$ cat src/rtl/ted_pi_loop_filter_if.sv
// ted_pi_loop_filter_if: TED error strobe in, NCO control word and loop status out
// Ports (signals): e_in/e_val error strobe, freeze/clear loop controls,
//   ctrl_o/ctrl_val_o control word strobe, lock_o lock status, int_sat_o integrator clamp flag
interface ted_pi_loop_filter_if #(
   parameter int WE = 18,
   parameter int WC = 24
);
   logic signed [WE-1:0] e_in;
   logic                 e_val;
   logic                 freeze;
   logic                 clear;
   logic signed [WC-1:0] ctrl_o;
   logic                 ctrl_val_o;
   logic                 lock_o;
   logic                 int_sat_o;
   modport master (output e_in, e_val, freeze, clear, input ctrl_o, ctrl_val_o, lock_o, int_sat_o);
   modport slave  (input e_in, e_val, freeze, clear, output ctrl_o, ctrl_val_o, lock_o, int_sat_o);
endinterface

$ cat src/rtl/ted_pi_loop_filter.sv
// ted_pi_loop_filter: PI loop filter for symbol timing recovery with lock detector
// Ports: clk, reset_n (async active-low), bus (slave): e_in/e_val/freeze/clear in,
//   ctrl_o/ctrl_val_o/lock_o/int_sat_o out (all registered)
module ted_pi_loop_filter #(
   parameter int WE         = 18,
   parameter int WC         = 24,
   parameter int INT_W      = 32,
   parameter int KP_SHIFT   = 4,
   parameter int KI_SHIFT   = 8,
   parameter int LOCK_THR   = 1024,
   parameter int LOCK_CNT   = 64,
   parameter int UNLOCK_CNT = 16
) (
   input logic                 clk,
   input logic                 reset_n,
   ted_pi_loop_filter_if.slave bus
);
   localparam int PW  = WE + KP_SHIFT;
   localparam int IW  = INT_W - KI_SHIFT;
   localparam int MW  = PW > IW ? PW : IW;
   // widened to WC as well so the clamp constants always fit the sum
   localparam int SW  = (MW > WC ? MW : WC) + 1;
   localparam int CMX = LOCK_CNT > UNLOCK_CNT ? LOCK_CNT : UNLOCK_CNT;
   localparam int CW  = $clog2(CMX + 1);
   localparam logic signed [INT_W-1:0] IMAX  = {1'b0, {(INT_W-1){1'b1}}};
   localparam logic signed [INT_W-1:0] IMIN  = {1'b1, {(INT_W-1){1'b0}}};
   localparam logic signed [SW-1:0]    CMAXV = {{(SW-WC+1){1'b0}}, {(WC-1){1'b1}}};
   localparam logic signed [SW-1:0]    CMINV = {{(SW-WC+1){1'b1}}, {(WC-1){1'b0}}};
   localparam logic [WE:0]             THR   = (WE+1)'(LOCK_THR);
   typedef enum logic {SEARCH, LOCKED} state_t;
   state_t                  state;
   logic signed [INT_W-1:0] integ, integ_new, i_shr;
   logic signed [INT_W:0]   isum;
   logic signed [SW-1:0]    p_term, i_term, sum;
   logic signed [WC-1:0]    ctrl_q, ctrl_c;
   logic [WE:0]             e_x, mag;
   logic [CW-1:0]           good_cnt, bad_cnt, good_inc, bad_inc;
   logic                    run, isat, good, ctrl_val_q, lock_q, sat_q;
   always_comb begin
      run       = bus.e_val & ~bus.freeze;
      isum      = {integ[INT_W-1], integ} + {{(INT_W+1-WE){bus.e_in[WE-1]}}, bus.e_in};
      // overflow of the INT_W-bit result shows as disagreeing top two bits
      isat      = isum[INT_W] ^ isum[INT_W-1];
      integ_new = !run ? integ : isat ? (isum[INT_W] ? IMIN : IMAX) : isum[INT_W-1:0];
      i_shr     = integ_new >>> KI_SHIFT;
      i_term    = {{(SW-IW){i_shr[IW-1]}}, i_shr[IW-1:0]};
      p_term    = {{(SW-WE){bus.e_in[WE-1]}}, bus.e_in} << KP_SHIFT;
      sum       = p_term + i_term;
      ctrl_c    = sum > CMAXV ? CMAXV[WC-1:0] : sum < CMINV ? CMINV[WC-1:0] : sum[WC-1:0];
      // one extra bit so the most negative error has a representable magnitude
      e_x       = {bus.e_in[WE-1], bus.e_in};
      mag       = e_x[WE] ? -e_x : e_x;
      good      = mag < THR;
      good_inc  = good_cnt == CW'(LOCK_CNT) ? good_cnt : good_cnt + CW'(1);
      bad_inc   = bad_cnt == CW'(UNLOCK_CNT) ? bad_cnt : bad_cnt + CW'(1);
   end
   always_ff @(posedge clk or negedge reset_n) begin
      if (!reset_n) begin
         state      <= SEARCH;
         integ      <= '0;
         ctrl_q     <= '0;
         ctrl_val_q <= 1'b0;
         lock_q     <= 1'b0;
         sat_q      <= 1'b0;
         good_cnt   <= '0;
         bad_cnt    <= '0;
      end else if (bus.clear) begin
         state      <= SEARCH;
         integ      <= '0;
         ctrl_q     <= '0;
         ctrl_val_q <= 1'b0;
         lock_q     <= 1'b0;
         sat_q      <= 1'b0;
         good_cnt   <= '0;
         bad_cnt    <= '0;
      end else begin
         ctrl_val_q <= bus.e_val;
         if (bus.e_val) ctrl_q <= ctrl_c;
         if (run) begin
            integ <= integ_new;
            sat_q <= isat;
            if (state == SEARCH) begin
               good_cnt <= good ? good_inc : '0;
               if (good && good_inc == CW'(LOCK_CNT)) begin
                  state   <= LOCKED;
                  lock_q  <= 1'b1;
                  bad_cnt <= '0;
               end
            end else begin
               bad_cnt <= good ? '0 : bad_inc;
               if (!good && bad_inc == CW'(UNLOCK_CNT)) begin
                  state    <= SEARCH;
                  lock_q   <= 1'b0;
                  good_cnt <= '0;
               end
            end
         end
      end
   end
   assign bus.ctrl_o     = ctrl_q;
   assign bus.ctrl_val_o = ctrl_val_q;
   assign bus.lock_o     = lock_q;
   assign bus.int_sat_o  = sat_q;
endmodule

$ cat src/flat_wrapper.sv
// flat-port wrapper written by rule: the top's interface ports become plain ports
module ted_pi_loop_filter_flat 
#(
   parameter int WE         = 18,
   parameter int WC         = 24,
   parameter int INT_W      = 32,
   parameter int KP_SHIFT   = 4,
   parameter int KI_SHIFT   = 8,
   parameter int LOCK_THR   = 1024,
   parameter int LOCK_CNT   = 64,
   parameter int UNLOCK_CNT = 16
)
  (clk, reset_n, bus_e_in, bus_e_val, bus_freeze, bus_clear, bus_ctrl_o, bus_ctrl_val_o, bus_lock_o, bus_int_sat_o);
  ted_pi_loop_filter_if #(.WE(WE), .WC(WC)) bus_i ();
  input logic clk;
  input logic reset_n;
  input wire logic [$bits(bus_i.e_in)-1:0] bus_e_in;
  input wire logic [$bits(bus_i.e_val)-1:0] bus_e_val;
  input wire logic [$bits(bus_i.freeze)-1:0] bus_freeze;
  input wire logic [$bits(bus_i.clear)-1:0] bus_clear;
  output wire logic [$bits(bus_i.ctrl_o)-1:0] bus_ctrl_o;
  output wire logic [$bits(bus_i.ctrl_val_o)-1:0] bus_ctrl_val_o;
  output wire logic [$bits(bus_i.lock_o)-1:0] bus_lock_o;
  output wire logic [$bits(bus_i.int_sat_o)-1:0] bus_int_sat_o;
  assign bus_i.e_in = bus_e_in;
  assign bus_i.e_val = bus_e_val;
  assign bus_i.freeze = bus_freeze;
  assign bus_i.clear = bus_clear;
  assign bus_ctrl_o = bus_i.ctrl_o;
  assign bus_ctrl_val_o = bus_i.ctrl_val_o;
  assign bus_lock_o = bus_i.lock_o;
  assign bus_int_sat_o = bus_i.int_sat_o;
  ted_pi_loop_filter #(.WE(WE), .WC(WC), .INT_W(INT_W), .KP_SHIFT(KP_SHIFT), .KI_SHIFT(KI_SHIFT), .LOCK_THR(LOCK_THR), .LOCK_CNT(LOCK_CNT), .UNLOCK_CNT(UNLOCK_CNT)) u_core (.clk(clk), .reset_n(reset_n), .bus(bus_i));
endmodule
$ cat config.mk
export PLATFORM = sky130hd
export DESIGN_NAME = ted_pi_loop_filter_flat
export DESIGN_NICKNAME = d
export VERILOG_FILES = /design/src/rtl/ted_pi_loop_filter_if.sv /design/src/rtl/ted_pi_loop_filter.sv /design/src/flat_wrapper.sv
export SDC_FILE = /design/constraint.sdc
export NUM_CORES = 1
export LEC_CHECK = 0
export CAP_MARGIN = 20
export CORE_MARGIN = 2
export CORE_UTILIZATION = 40
export CTS_BUF_LIST = sky130_fd_sc_hd__clkbuf_4 sky130_fd_sc_hd__clkbuf_8
export DETAILED_ROUTE_END_ITERATION = 16
export DONT_BUFFER_PORTS = 1
export PLACE_DENSITY_LB_ADDON = 0.25
export SYNTH_ARGS = -nofsm -noshare
export SYNTH_HDL_FRONTEND = slang
export SYNTH_SLANG_ARGS = --single-unit
$ cat constraint.sdc
create_clock -name clk -period 5.9 [get_ports clk]
set_input_delay 1.18 -clock clk [delete_from_list [all_inputs] [get_ports clk]]
set_output_delay 1.18 -clock clk [all_outputs]
set_load 0.01 [all_outputs]
==> run metrics <==
status finished, final reports clean; met2 usage 37.52%; grt met3 use 4.460%; share of layout cells above drive strength 1 12.40%; Syn Area/Cell 8.078 um^2; Top Usage Layer GRT met2; mux contribution to synthesized area 0.4637%; Layout area overhead 11.69%; vias after detailed routing 6336; Post-Synth XOR/XNOR Area 5.583%; DP Wirelength 15210 um; Slew headroom 56.17%; hold_ws a little over 500 ps; cts bufs inserted 9; drt total wl between 15000 and 20000 um; hold_buf cts 0; crit path kind input port to flop; total congestion overflow 0; IO buf count 0; number of fill cells in the layout 1658; critical path required time 6180 ps; CTS tree yes; Clock Pin Slew Worst Setup and Hold Paths 80 ps; Final #Nets 947; clock sinks 74; Yosys reg bits 74; FP Rows 47; antenna viol nets, final 0; number of synthesis warnings 0; crit end category flop; placed cell areas 7300 um^2; minimum clock period 5564 ps; Mapped Nets 916; FFs w/ async S/R, synth 100.0%; Slew Viols, Final 0; Synth Instances 835; Hold WC Path Type input port to async pin; post-DR wirelength/cell 18.07 um; endpoints failing setup 0; Clock Latency Late Sink 360 ps; critical path fanouts, max 7; Final Hold Vio Count 0; CTS max path bufs 2; Synth Cell Area a little under 7000 um^2; maximum clock rate 179.7 MHz; DIE WIDTH 133.9 um; unrepaired setup endpoints after global routing no; P_leak between 3 and 4 nW; first-pass GRT wire length 32290 um; pre-CTS WS -72.27 ps; adder-cell share of the synthesized area 11.13%; largest net degree at the start of global routing 75; maxcap violations 0; Netlist cell types 77; gr usage total 22.46%; overall power 1.903 mW; maximum vdd drop 121.1 uV; DR DRC count 0; Iter 0 DRT Violations 355; H-Tree Depth 3; post-route cell area 7533 um^2; pwr/cell area between 200 and 300 nW/um^2; Die ar. 17920 um^2; vias in the first global route 6222; Critical Path AT 5850 ps; GR met1 Demand/Resource 30.00%; initial antenna violation count 0; post-synthesis simple-gate area fraction 22.85%; Slew @ Worst Pin 655.8 ps; ANT cells 0; startpoint types input port; global placer's final weighted congestion 0.9173; compound-gate portion of the synthesized area 29.23%; final core utilization 45.59%; area of the core region 16520 um^2; Layout Skew 13.21 ps; Starting Density 40.82%; crit share post-route 94.31%; I/O pin count 50; final setup margin 335.8 ps; first-pass iteration count of the detailed router 5; Post-synth top flop dfrtp_1; die extent in y about 130 um; vias per std cell 5.808; post-synthesis sequential area ratio a little over a quarter; number of synthesized flops with an enable pin 0; main combinational cell family by area after synthesis compound AO/OA/AOI/OAI gates; root buf cell clkbuf_8
final timing paths:
check	start	to	slack [ps]	cells after the start
worst max-delay path	bus_e_in[0]	u_core.bus.ctrl_o[21]	340	23
worst min-delay path	reset_n	u_core.bad_cnt[5]	500	0
worst max register to register	u_core.integ[0]	u_core.bus.ctrl_o[21]	740	23
worst min register to register	u_core.integ[7]	u_core.integ[7]	500	2
max in group asynchronous	reset_n	u_core.bus.ctrl_o[7]	5270	0
min in group clk	u_core.integ[7]	u_core.integ[7]	500	2
layer usage:
| layer | part of all wire (%) | wire, um | up-vias |
|---|---|---|---|
| met5 | 0 | 0 | - |
| met4 | 1.8 | 352 | 0 |
| met3 | 4.1 | 806 | 22 |
| met2 | 48 | 9470 | 102 |
| met1 | 46 | 9082 | 3042 |
| li1 | - | - | 3170 |
layout by cell type, fill, tap and decap left out, types with 5 or more instances in the layout:
cell type and count:
inv_1 22, ha_1 56, o31ai_1 18, and3_1 11, nand3_1 27, a311oi_1 5, and2_1 7, nor3_1 16
a21oi_1 86, a31oi_1 12, o21a_1 6, o21ai_0 39, xnor2_1 33, o211ai_1 17, nor2_1 76, a211oi_1 5
nand4_1 12, xor2_1 10, or4_1 5, o21ai_2 7, dfrtp_1 74, a21o_1 27, or3_1 6, nand2_1 86
clkbuf_8 10, nor2b_1 13, nor3_2 11, o21ai_1 22, buf_4 49, nand2b_1 14
metrics by stage:
step	instances	setup TNS (ps)
2_1_floorplan	835	0
3_3_place_gp	1075	0
3_5_place_dp	1075	-917.7
4_1_cts	1091	0
5_1_grt	1091	0
6_report	1091	0
Yosys cell counts (all sizes together), types with 3 or more instances:
cell type | n | area share [%]
o2bb2ai | 4 | 0.52
o31ai | 19 | 2.3
ha | 56 | 10
nand3b | 3 | 0.33
inv | 22 | 1.2
a41oi | 4 | 0.52
clkbuf | 21 | 1.2
a31o | 3 | 0.39
buf | 10 | 0.89
and2 | 7 | 0.65
or4 | 5 | 0.56
nand4 | 12 | 1.1
a311oi | 5 | 0.65
xnor2 | 33 | 4.3
a21boi | 4 | 0.45
dfrtp | 74 | 27
and3 | 11 | 1.0
a21o | 27 | 3.0
nand3 | 28 | 2.2
nand2 | 86 | 4.8
a211oi | 9 | 1.1
a41o | 3 | 0.45
or3 | 6 | 0.56
a21oi | 89 | 6.8
o2111ai | 4 | 0.52
o211ai | 19 | 2.3
o22ai | 3 | 0.37
xor2 | 10 | 1.3
a32o | 3 | 0.45
nor2b | 13 | 1.2
or2 | 5 | 0.50
nand2b | 14 | 1.3
nor4 | 4 | 0.37
o21a | 6 | 0.67
o21ai | 69 | 5.7
nor2 | 76 | 4.2
a31oi | 12 | 1.1
nor3 | 28 | 3.1
repair_timing:
action                                 in CTS  in global routing
setup buffers                               0                  0
endpoints found under the hold margin       0                  0
gates resized for setup                     0                  3
setup endpoints to repair                   0                 23
worst max-delay path, stage by stage:
cell,delay (ps)
ha_1,210
fa_1,400
a211oi_2,220
o21ai_2,130
o211ai_2,250
a21oi_1,140
a41o_1,250
o21ai_4,230
nor3_2,90
buf_4,190
o211ai_1,220
nand2_1,90
ha_1,370
a21oi_1,340
nand3_1,120
nor2_1,170
a211oi_2,110
buf_4,140
or3_1,350
a21oi_1,200
xnor2_1,160
a21oi_1,110
nor3_2,140
cell families (layout without fill, tap and decap cells):
logic type / after synthesis / in the layout
compound gates: 297 / 297
flops: 74 / 74
buf+inv: 53 / 89
xor+xnor: 43 / 43
simple gates: 306 / 306
fa+ha+maj: 59 / 59
mux: 3 / 3
registers in the layout (all words and copies together) (netlist names):
name and cells:
u_core.bus.ctrl_o 24, u_core.good_cnt 7, u_core.bus.int_sat_o 1, u_core.bad_cnt 7, u_core.integ 32, u_core.bus.ctrl_val_o 1, u_core.state 1, u_core.bus.lock_o 1
layout make-up:
| class | instances | area, um^2 | area share [%] |
|---|---|---|---|
| Clock buffer | 11 | 145.1 | 1.927 |
| Clock inverter | 5 | 77.57 | 1.030 |
| Inverter | 22 | 82.58 | 1.096 |
| Multi-Input combinational cell | 708 | 4693 | 62.30 |
| Sequential cell | 74 | 1852 | 24.58 |
| Tap cell | 220 | 275.3 | 3.654 |
| Timing Repair Buffer | 51 | 407.9 | 5.414 |
power by group:
part	switching [mW]	internal, mW	total [mW]
clock network	0.200	0.253	0.453
registers	0.0536	0.555	0.609
logic	0.481	0.360	0.841
total	0.735	1.17	1.90
Power figures use the tool's default switching activity.
